==> src/rtl/difftest_fpcsr_pkg.sv <==
// FCSR field layout and the snapshot record shared by the
// fpcsr difftest collector and its queue.
package difftest_fpcsr_pkg;

  localparam int FFLAGS_W = 5;
  localparam int FRM_W    = 3;
  localparam int FRM_LSB  = 5;
  localparam int FCSR_W   = FFLAGS_W + FRM_W;
  localparam int SNAP_FCSR_W = 64;
  localparam int COREID_W = 8;

  typedef struct packed {
    logic [SNAP_FCSR_W-1:0] fcsr;
    logic [COREID_W-1:0]    coreid;
  } snap_t;

  function automatic logic [SNAP_FCSR_W-1:0] fcsr_ext(
    input logic [FCSR_W-1:0] v
  );
    return {{(SNAP_FCSR_W-FCSR_W){1'b0}}, v};
  endfunction

endpackage

==> src/rtl/difftest_snap_fifo.sv <==
// Count-based synchronous FIFO; head is read straight from
// storage so a push at edge N is visible in cycle N+1.
module difftest_snap_fifo #(
  parameter int DEPTH = 4,
  parameter int WIDTH = 8
) (
  input  logic             clock,
  input  logic             reset,
  input  logic             push,
  input  logic [WIDTH-1:0] push_data,
  input  logic             pop,
  output logic [WIDTH-1:0] head,
  output logic             empty,
  output logic             full
);

  localparam int PW = (DEPTH > 1) ? $clog2(DEPTH) : 1;
  localparam int CW = $clog2(DEPTH + 1);

  logic [WIDTH-1:0] mem [DEPTH];
  logic [PW-1:0]    wptr;
  logic [PW-1:0]    rptr;
  logic [CW-1:0]    count;
  logic             do_pop;
  logic             do_push;

  assign empty   = (count == '0);
  assign full    = (count == CW'(DEPTH));
  assign do_pop  = pop && !empty;
  // A full queue still accepts when the head leaves this cycle.
  assign do_push = push && (!full || do_pop);
  assign head    = mem[rptr];

  always_ff @(posedge clock) begin
    if (do_push) begin
      mem[wptr] <= push_data;
    end
  end

  always_ff @(posedge clock) begin
    if (reset) begin
      wptr  <= '0;
      rptr  <= '0;
      count <= '0;
    end else begin
      if (do_push) begin
        wptr <= wptr + PW'(1);
      end
      if (do_pop) begin
        rptr <= rptr + PW'(1);
      end
      unique case ({do_push, do_pop})
        2'b10:   count <= count + CW'(1);
        2'b01:   count <= count - CW'(1);
        default: count <= count;
      endcase
    end
  end

endmodule

==> src/rtl/difftest_fpcsr_collector.sv <==
// Shadows fcsr from FP commits and queues snapshots for difftest.
// DIFFTEST_FPCSR_CHANGE_ONLY_EN: enqueue only on a changed value.
module difftest_fpcsr_collector
  import difftest_fpcsr_pkg::*;
#(
  parameter int FIFO_DEPTH = 4
) (
  input  logic          clock,
  input  logic          reset,
  input  logic [7:0]    io_coreid,
  input  logic          commit_valid,
  input  logic          fflags_valid,
  input  logic [4:0]    fflags,
  input  logic          frm_wen,
  input  logic [2:0]    frm_wdata,
  input  logic          fcsr_wen,
  input  logic [7:0]    fcsr_wdata,
  input  logic          out_ready,
  output logic          out_enable,
  output logic [63:0]   out_fcsr,
  output logic [7:0]    out_coreid,
  output logic          overflow
);

  logic [FCSR_W-1:0]   shadow;
  logic [FCSR_W-1:0]   shadow_nxt;
  logic [FFLAGS_W-1:0] flags_nxt;
  logic [FRM_W-1:0]    frm_nxt;
  logic                push_req;
  logic                pop;
  logic                empty;
  logic                full;
  snap_t               push_snap;
  snap_t               head_snap;

  always_comb begin
    frm_nxt   = frm_wen ? frm_wdata : shadow[FRM_LSB +: FRM_W];
    flags_nxt = shadow[FFLAGS_W-1:0]
              | (fflags_valid ? fflags : '0);
    shadow_nxt = shadow;
    if (commit_valid) begin
      shadow_nxt = fcsr_wen ? fcsr_wdata : {frm_nxt, flags_nxt};
    end
  end

`ifdef DIFFTEST_FPCSR_CHANGE_ONLY_EN
  logic [FCSR_W-1:0] last_enq;

  assign push_req = commit_valid && (shadow_nxt != last_enq);

  always_ff @(posedge clock) begin
    if (reset) begin
      last_enq <= '0;
    end else if (push_req) begin
      last_enq <= shadow_nxt;
    end
  end
`else
  assign push_req = commit_valid;
`endif

  assign pop = out_enable && out_ready;

  always_comb begin
    push_snap.fcsr   = fcsr_ext(shadow_nxt);
    push_snap.coreid = io_coreid;
  end

  difftest_snap_fifo #(
    .DEPTH (FIFO_DEPTH),
    .WIDTH ($bits(snap_t))
  ) u_fifo (
    .clock     (clock),
    .reset     (reset),
    .push      (push_req),
    .push_data (push_snap),
    .pop       (pop),
    .head      (head_snap),
    .empty     (empty),
    .full      (full)
  );

  // Stale storage is masked so an empty queue always reads zero.
  assign out_enable = !empty;
  assign out_fcsr   = empty ? '0 : head_snap.fcsr;
  assign out_coreid = empty ? '0 : head_snap.coreid;

  always_ff @(posedge clock) begin
    if (reset) begin
      shadow   <= '0;
      overflow <= 1'b0;
    end else begin
      shadow <= shadow_nxt;
      if (push_req && full && !pop) begin
        overflow <= 1'b1;
      end
    end
  end

endmodule

==> config.mk <==
export PLATFORM = sky130hd
export DESIGN_NAME = difftest_fpcsr_collector
export DESIGN_NICKNAME = d
export VERILOG_FILES = /design/src/rtl/difftest_fpcsr_pkg.sv /design/src/rtl/difftest_snap_fifo.sv /design/src/rtl/difftest_fpcsr_collector.sv
export SDC_FILE = /design/constraint.sdc
export NUM_CORES = 1
export LEC_CHECK = 0
export BUFFER_PORTS_ARGS = -buffer_cell sky130_fd_sc_hd__buf_2
export CAP_MARGIN = 20
export CORE_UTILIZATION = 54
export CTS_BUF_LIST = sky130_fd_sc_hd__clkbuf_8
export DETAILED_ROUTE_END_ITERATION = 10
export PLACE_DENSITY = 0.78
export SLEW_MARGIN = 20
export SYNTH_ARGS = -nofsm -noshare
export SYNTH_HDL_FRONTEND = slang
export SYNTH_SLANG_ARGS = --single-unit
==> constraint.sdc <==
create_clock -name clock -period 2.45 [get_ports clock]
set_input_delay 0.49 -clock clock [delete_from_list [all_inputs] [get_ports clock]]
set_output_delay 0.49 -clock clock [all_outputs]
set_load 0.01 [all_outputs]
==> run metrics, run 1 <==
Core Footprint between 6000 and 7000 um2; setup ws final 0.174 ns; syn avg cell area between 10 and 15 um2; post-layout util 60.3%; Crit. End Element output port; DR WL/cell 14.3 um; Pre-antenna DRT Iters 4; Worst-Skew Late Latency between 0.3 and 0.4 ns; outcome finished clean; vias roughly 2200; DRT Wirelength around 6000 um; Worst Tran Pin Value roughly 0.83 ns; Synth cell types 44; Hold Path Class in -> reg; Area growth syn-to-layout 6.73%; worst reg-to-reg path cell count 5; standard-cell row count 30; CTS buffer count 9; Post-layout nets roughly 370; CP Launch Type register; maximum vdd drop around 400 uV; ys flop type edfxtp_1; required time worst endpoint between 1.5 and 2 ns; fin crit share 92.9%; Initial Utilization between 50% and 60%; vias in the first global route between 2000 and 2500; reg2reg setup slack 0.52 ns; pre-CTS setup slack roughly 0.20 ns; drt via density 4.99; grt ovf 0; kind of critical path reg -> out; post-route ant nets 0; CTS tree done; Post-CTS Hold Buffers 0; WP data arrival about 1.8 ns; crit-path cells buf_12 -> mux4_1 -> and2_1 -> buf_2; largest cells by area after synthesis edfxtp_1, buf_4, dfxtp_1; fmax roughly 440 MHz; slew margin rel. between 40% and 50%; Largest stage delay, worst path just under 0.6 ns; DRC 0; CP top delay family multiplexers; HP Start io_coreid[6]; hpwl dp approximately 4300 um; RSZ-0062 raised after global routing false; Post-CTS Setup Inserts 0; hold path depth 1; #FFs+latches synth 82; RR Endpoint u_fifo.count[2]$_SDFFE_PP0P_; Chip Width 87.0 um; endpoints failing setup 0; max cap viols 0; Port Buffers between 40 and 50; Post-Syn Instances between 200 and 300; first-pass GRT wire length a little under 10000 um; Post-Syn Area slightly below 4000 um2; Post-synth EDFFs 64; top cell type's share of synthesized area around half; async set-or-reset flop fraction in the synthesized netlist 0%; Layout Skew ~0.0094 ns; sequential fraction of the synthesis area 58.4%; DRT iter0 DRCs around 120; clock tree buffer depth 2; Reg clk slew, reported paths roughly 0.080 ns; RePlAce Congestion slightly below 0.8; clock sink total 82; layout cell share with drive strength beyond 1 a little under a quarter; Die Height 87.0 um; initial antenna violation count 0; Root Buffer clkbuf_8; pwr dens 738 nW/um2; Ys Warns 0; IO Pins 105; antenna cells 0; Final min period roughly 2.3 ns; WHS Endpoint u_fifo.mem[2][6]$_DFFE_PP_; critical path's slowest cell mux4_1; CTS-repair resized insts 0; Slew Viols, Final 0; Bufs and invs on worst path 2; largest net degree at the start of global routing 22; Fin Setup TNS 0 ns; Leak about 1.6 nW; Reg2Reg Launch Point u_fifo.count[2]$_SDFFE_PP0P_; largest area contributor in the netlist edfxtp_1; GRT Total Usage between 15 and 20%; endpoints failing hold 0; die area around 7600 um2; CP Max Fanout 16; htree depth 3
[stage by stage]
step	power, mW	hold slack, ns	cells	cell area (um2)
finish	3.08	0.354	432	4170
global route	3.22	0.340	432	4170
CTS	3.10	0.337	432	4170
detailed placement	2.26	0.466	416	3990
global placement	2.25	0.453	416	3990
floorplan	2.16	0.444	340	4110
[state kept, by name (all words and copies together), names as in the netlist, named ones only]
| signal | flops |
|---|---|
| overflow | 1 |
| shadow | 8 |
| u_fifo.count | 3 |
| u_fifo.mem | 64 |
| u_fifo.rptr | 2 |
| u_fifo.wptr | 2 |
[Yosys cell counts (4+ instances only)]
master / count
edfxtp_1: 64
and2_1: 16
mux4_1: 6
nand2_1: 7
ha_1: 4
buf_2: 8
a21o_1: 6
and3_1: 4
nor2_1: 15
clkbuf_1: 4
buf_4: 57
mux4_2: 10
nor3_1: 5
o21ai_0: 6
dfxtp_1: 18
a21oi_1: 11
inv_1: 6
[kinds of logic (layout without fill, tap and decap cells)]
group           count (synthesis)  after routing  share of synthesized area, %
xor+xnor                        4              4                         0.897
other cells                     1             56                        0.0960
fa+ha+maj                       5              5                          1.79
simple gates                   62             62                          8.65
buf+inv                        78             74                          14.0
mux                            17             17                          10.1
flops                          82             82                          58.4
compound gates                 36             36                          6.02
[where the power goes]
| part | internal, mW | switching, mW |
|---|---|---|
| Sequential | 1.59 | 0.0420 |
| Combinational | 0.266 | 0.324 |
| Clock | 0.373 | 0.476 |
| Total | 2.23 | 0.843 |
[worst register-to-register path, delay by kind of cell (launching register included)]
kind                       cells  cell delay [ns]
DFF                            1             0.52
and+or+nand+nor                3             0.79
AOI/OAI and AO/OA              1             0.10
adders and majority gates      1             0.42
[cell type report]
type	count	area [um2]
Fill cell	543	2740
Sequential cell	82	2280
Multi-Input combinational cell	180	1280
Timing Repair Buffer	52	283
Clock buffer	9	124
Tap cell	96	120
Clock inverter	7	55.1
Inverter	6	22.5
[cell usage in the layout, fill, tap and decap left out, types with 2 or more instances in the layout]
| master | instances |
|---|---|
| o311ai_0 | 2 |
| xor2_1 | 3 |
| o21ai_0 | 6 |
| nand3b_1 | 3 |
| clkinvlp_4 | 2 |
| ha_1 | 4 |
| nand2_1 | 7 |
| clkinv_4 | 3 |
| buf_2 | 48 |
| nand3_1 | 3 |
| mux4_2 | 10 |
| edfxtp_1 | 64 |
| o22ai_1 | 2 |
| a21oi_1 | 11 |
| clkbuf_8 | 9 |
| nor3_1 | 5 |
| a211oi_1 | 2 |
| nor2b_1 | 2 |
| inv_1 | 6 |
| a21o_1 | 6 |
| dfxtp_1 | 18 |
| buf_4 | 3 |
| nor2_1 | 15 |
| conb_1 | 56 |
| and3_1 | 4 |
| mux4_1 | 6 |
| and2_1 | 16 |
[how the worst max path moves through the flow]
stage | start | end | slack [ns] | depth (start not counted)
floorplan | u_fifo.count[0]$_SDFFE_PP0P_ | u_fifo.count[2]$_SDFFE_PP0P_ | 0.44 | 8
global placement | out_ready | u_fifo.count[2]$_SDFFE_PP0P_ | 0.34 | 6
detailed placement | out_ready | u_fifo.count[2]$_SDFFE_PP0P_ | 0.20 | 6
CTS | register | out_fcsr[1] | 0.13 | 4
global route | register | out_fcsr[1] | 0.11 | 4
finish | register | out_fcsr[1] | 0.17 | 4
[routing by layer]
layer  wire (um)  part of all wire [%]  global-route usage, %  up-vias
met5           0                     0                      0        -
met4         130                   2.1                   8.48        0
met3         310                   5.0                   4.36       13
met2        3160                    51                   30.4       89
met1        2570                    42                   21.4     1032
li1            -                     -                      -     1023
Power figures use the tool's default switching activity.
==> run 2: changes to the inputs <==
CORE_UTILIZATION = 59   (was 54)
PLACE_DENSITY = 0.84   (was 0.78)
clock period = 2.9 ns   (was 2.45 ns; I/O delays follow)
==> run 2 against run 1 <==
  * Count of clock-buffer cells in the layout unchanged
  * Register-to-register slack improved by 0.45 ns
  * Clock power is 2.7% lower
  * Sequential cell count unchanged
  * Clock skew hardly changed
  * Utilization up 4.6 points
  * Die area is 8.3% lower
  * Largest power group unchanged
  * Highest routed layer unchanged
==> run metrics, run 2 (synthesized netlist as in run 1, its figures left out) <==
outcome finished clean; met2 global-route usage 34.1% (+3.7 points); Die Height 83.4 um (-4.2%); WP data arrival 1.87 ns (+0.08 ns); RePlAce Congestion 0.749 (-3.2%); most common cell after layout, fill and taps aside edfxtp_1; initial antenna violation count 0 (unchanged); kind of critical path reg -> out; worst reg-to-reg path cell count 2 (-3); htree depth 3 (unchanged); RSZ-0062 raised after global routing false; Final min period around 2.4 ns; number of flip-flops in the largest register 64 (unchanged); maximum vdd drop 361 uV (-7.5%); first-pass GRT wire length 10100 um (+2.7%); hpwl dp 4360 um (+2.0%); dpl cell area 3950 um2 (-1.1%); Core Footprint 6390 um2 (-7.5%); Initial Utilization 61.1% (+4.6 points); GR Util met3 4.08% (-0.28 points); drt via density 5.34 (+6.9%); CP Launch Type register; endpoints failing setup 0 (unchanged); Layout Skew 0.00902 ns (-0.000338 ns); clock tree buffer depth 2 (unchanged); Reg clk slew, reported paths 0.09 ns (about the same); post-route ant nets 0 (unchanged); GR Layer Usage met1 22.0% (+0.60 points); Hold Path Class in -> reg; slew margin rel. 44.4% (-0.20 points); DRT Wirelength 6360 um (+3.0%); CTS buffer count 9 (unchanged); required time worst endpoint 2.32 ns (+0.36 ns); Post-layout nets 366 (-0.27%); DR WL/cell 15.4 um (+8.0%); pwr dens 651 nW/um2 (-12%); Post-CTS Hold Buffers 0 (unchanged); top flop regs u_fifo.mem x64, shadow x8, u_fifo.count x3; DRT iter0 DRCs 128 (+3.2%); Finished Cell Area 4150 um2 (-0.54%); post-layout util 64.9% (+4.6 points); Worst-Skew Late Latency 0.35 ns (about the same); CP Max Fanout 16 (unchanged); reg2reg setup slack 0.97 ns (+0.45 ns); clock sink total 82 (unchanged); endpoints failing hold 0 (unchanged); Top reg by flops u_fifo.mem; layout cell share with drive strength beyond 1 23.6% (-0.23 points); IO Pins 105 (unchanged); CTS tree done; hold path depth 1 (unchanged); CTS-repair resized insts 0 (unchanged); GRT Total Usage 19.4% (+1.5 points); Port Buffers 48 (unchanged); max cap viols 0 (unchanged); Crit. End Element output port; largest net degree at the start of global routing 28 (+27%); Chip Width 83.4 um (-4.2%); Worst Tran Pin Value 0.834 ns (+0.00299 ns); Leak 1.64 nW (+0.15%); Fin Setup TNS 0 ns (unchanged); grt ovf 0 (unchanged); antenna cells 0 (unchanged); die area 6950 um2 (-8.3%); global route hottest layer met2; fin crit share 84.3%; most frequent cells in the layout edfxtp_1, conb_1, buf_2, dfxtp_1, and2_1; Post-CTS Setup Inserts 0 (unchanged); standard-cell row count 29 (-3.3%); Slew Viols, Final 0 (unchanged); Pre-antenna DRT Iters 4 (unchanged); vias in the first global route 2108 (+3.6%); DRC 0 (unchanged); fmax approximately 410 MHz; Area growth syn-to-layout 6.15%; vias 2199 (+1.9%); Root Buffer clkbuf_8
-- run 2: worst paths after layout --
check / startpoint / end
worst max register to register: u_fifo.count[2]$_SDFFE_PP0P_ / u_fifo.mem[1][10]$_DFFE_PP_
worst max-delay path: register / out_fcsr[1]
worst min-delay path: io_coreid[6] / u_fifo.mem[0][6]$_DFFE_PP_
worst min register to register: overflow$_SDFFE_PP0P_ / overflow$_SDFFE_PP0P_
-- run 2: area by class of cell --
class / instances / area, um2
clock buffers: 9 / 124
fillers: 461 / 2240
multi-input cells: 180 / 1280
repair buffers: 51 / 263
inverters: 6 / 22.5
clock inverters: 7 / 76.3
flip-flops and latches: 82 / 2280
well taps: 77 / 96.3
-- run 2: metrics by stage --
| step | hold WS (ns) | power, mW | worst slack (ns) | instances |
|---|---|---|---|---|
| floorplan | 0.444 | 1.82 | 0.811 | 340 |
| global placement | 0.453 | 1.88 | 0.634 | 396 |
| detailed placement | 0.470 | 1.91 | 0.502 | 396 |
| CTS | 0.417 | 2.72 | 0.413 | 412 |
| global route | 0.423 | 2.80 | 0.366 | 412 |
| finish | 0.434 | 2.70 | 0.454 | 412 |
-- run 2: worst max-delay path, cell delays in order, from the launching register on --
cell and delay [ns]:
dfxtp_1 0.31, buf_4 0.29, mux4_1 0.61, and2_1 0.17, buf_2 0.13
-- run 2: power breakdown --
group | total [mW] | switching, mW | leakage [nW] | internal (mW)
combinational | 0.490 | 0.274 | 0.805 | 0.216
sequential | 1.38 | 0.0347 | 0.739 | 1.35
clock | 0.827 | 0.424 | 0.0962 | 0.403
total | 2.70 | 0.733 | 1.64 | 1.97
-- run 2: routing by layer --
metal | wire [um] | up-vias
met2 | 3380 | 95
met1 | 2540 | 1071
li1 | - | 1019
met4 | 140 | 0
met5 | 0 | -
met3 | 308 | 14
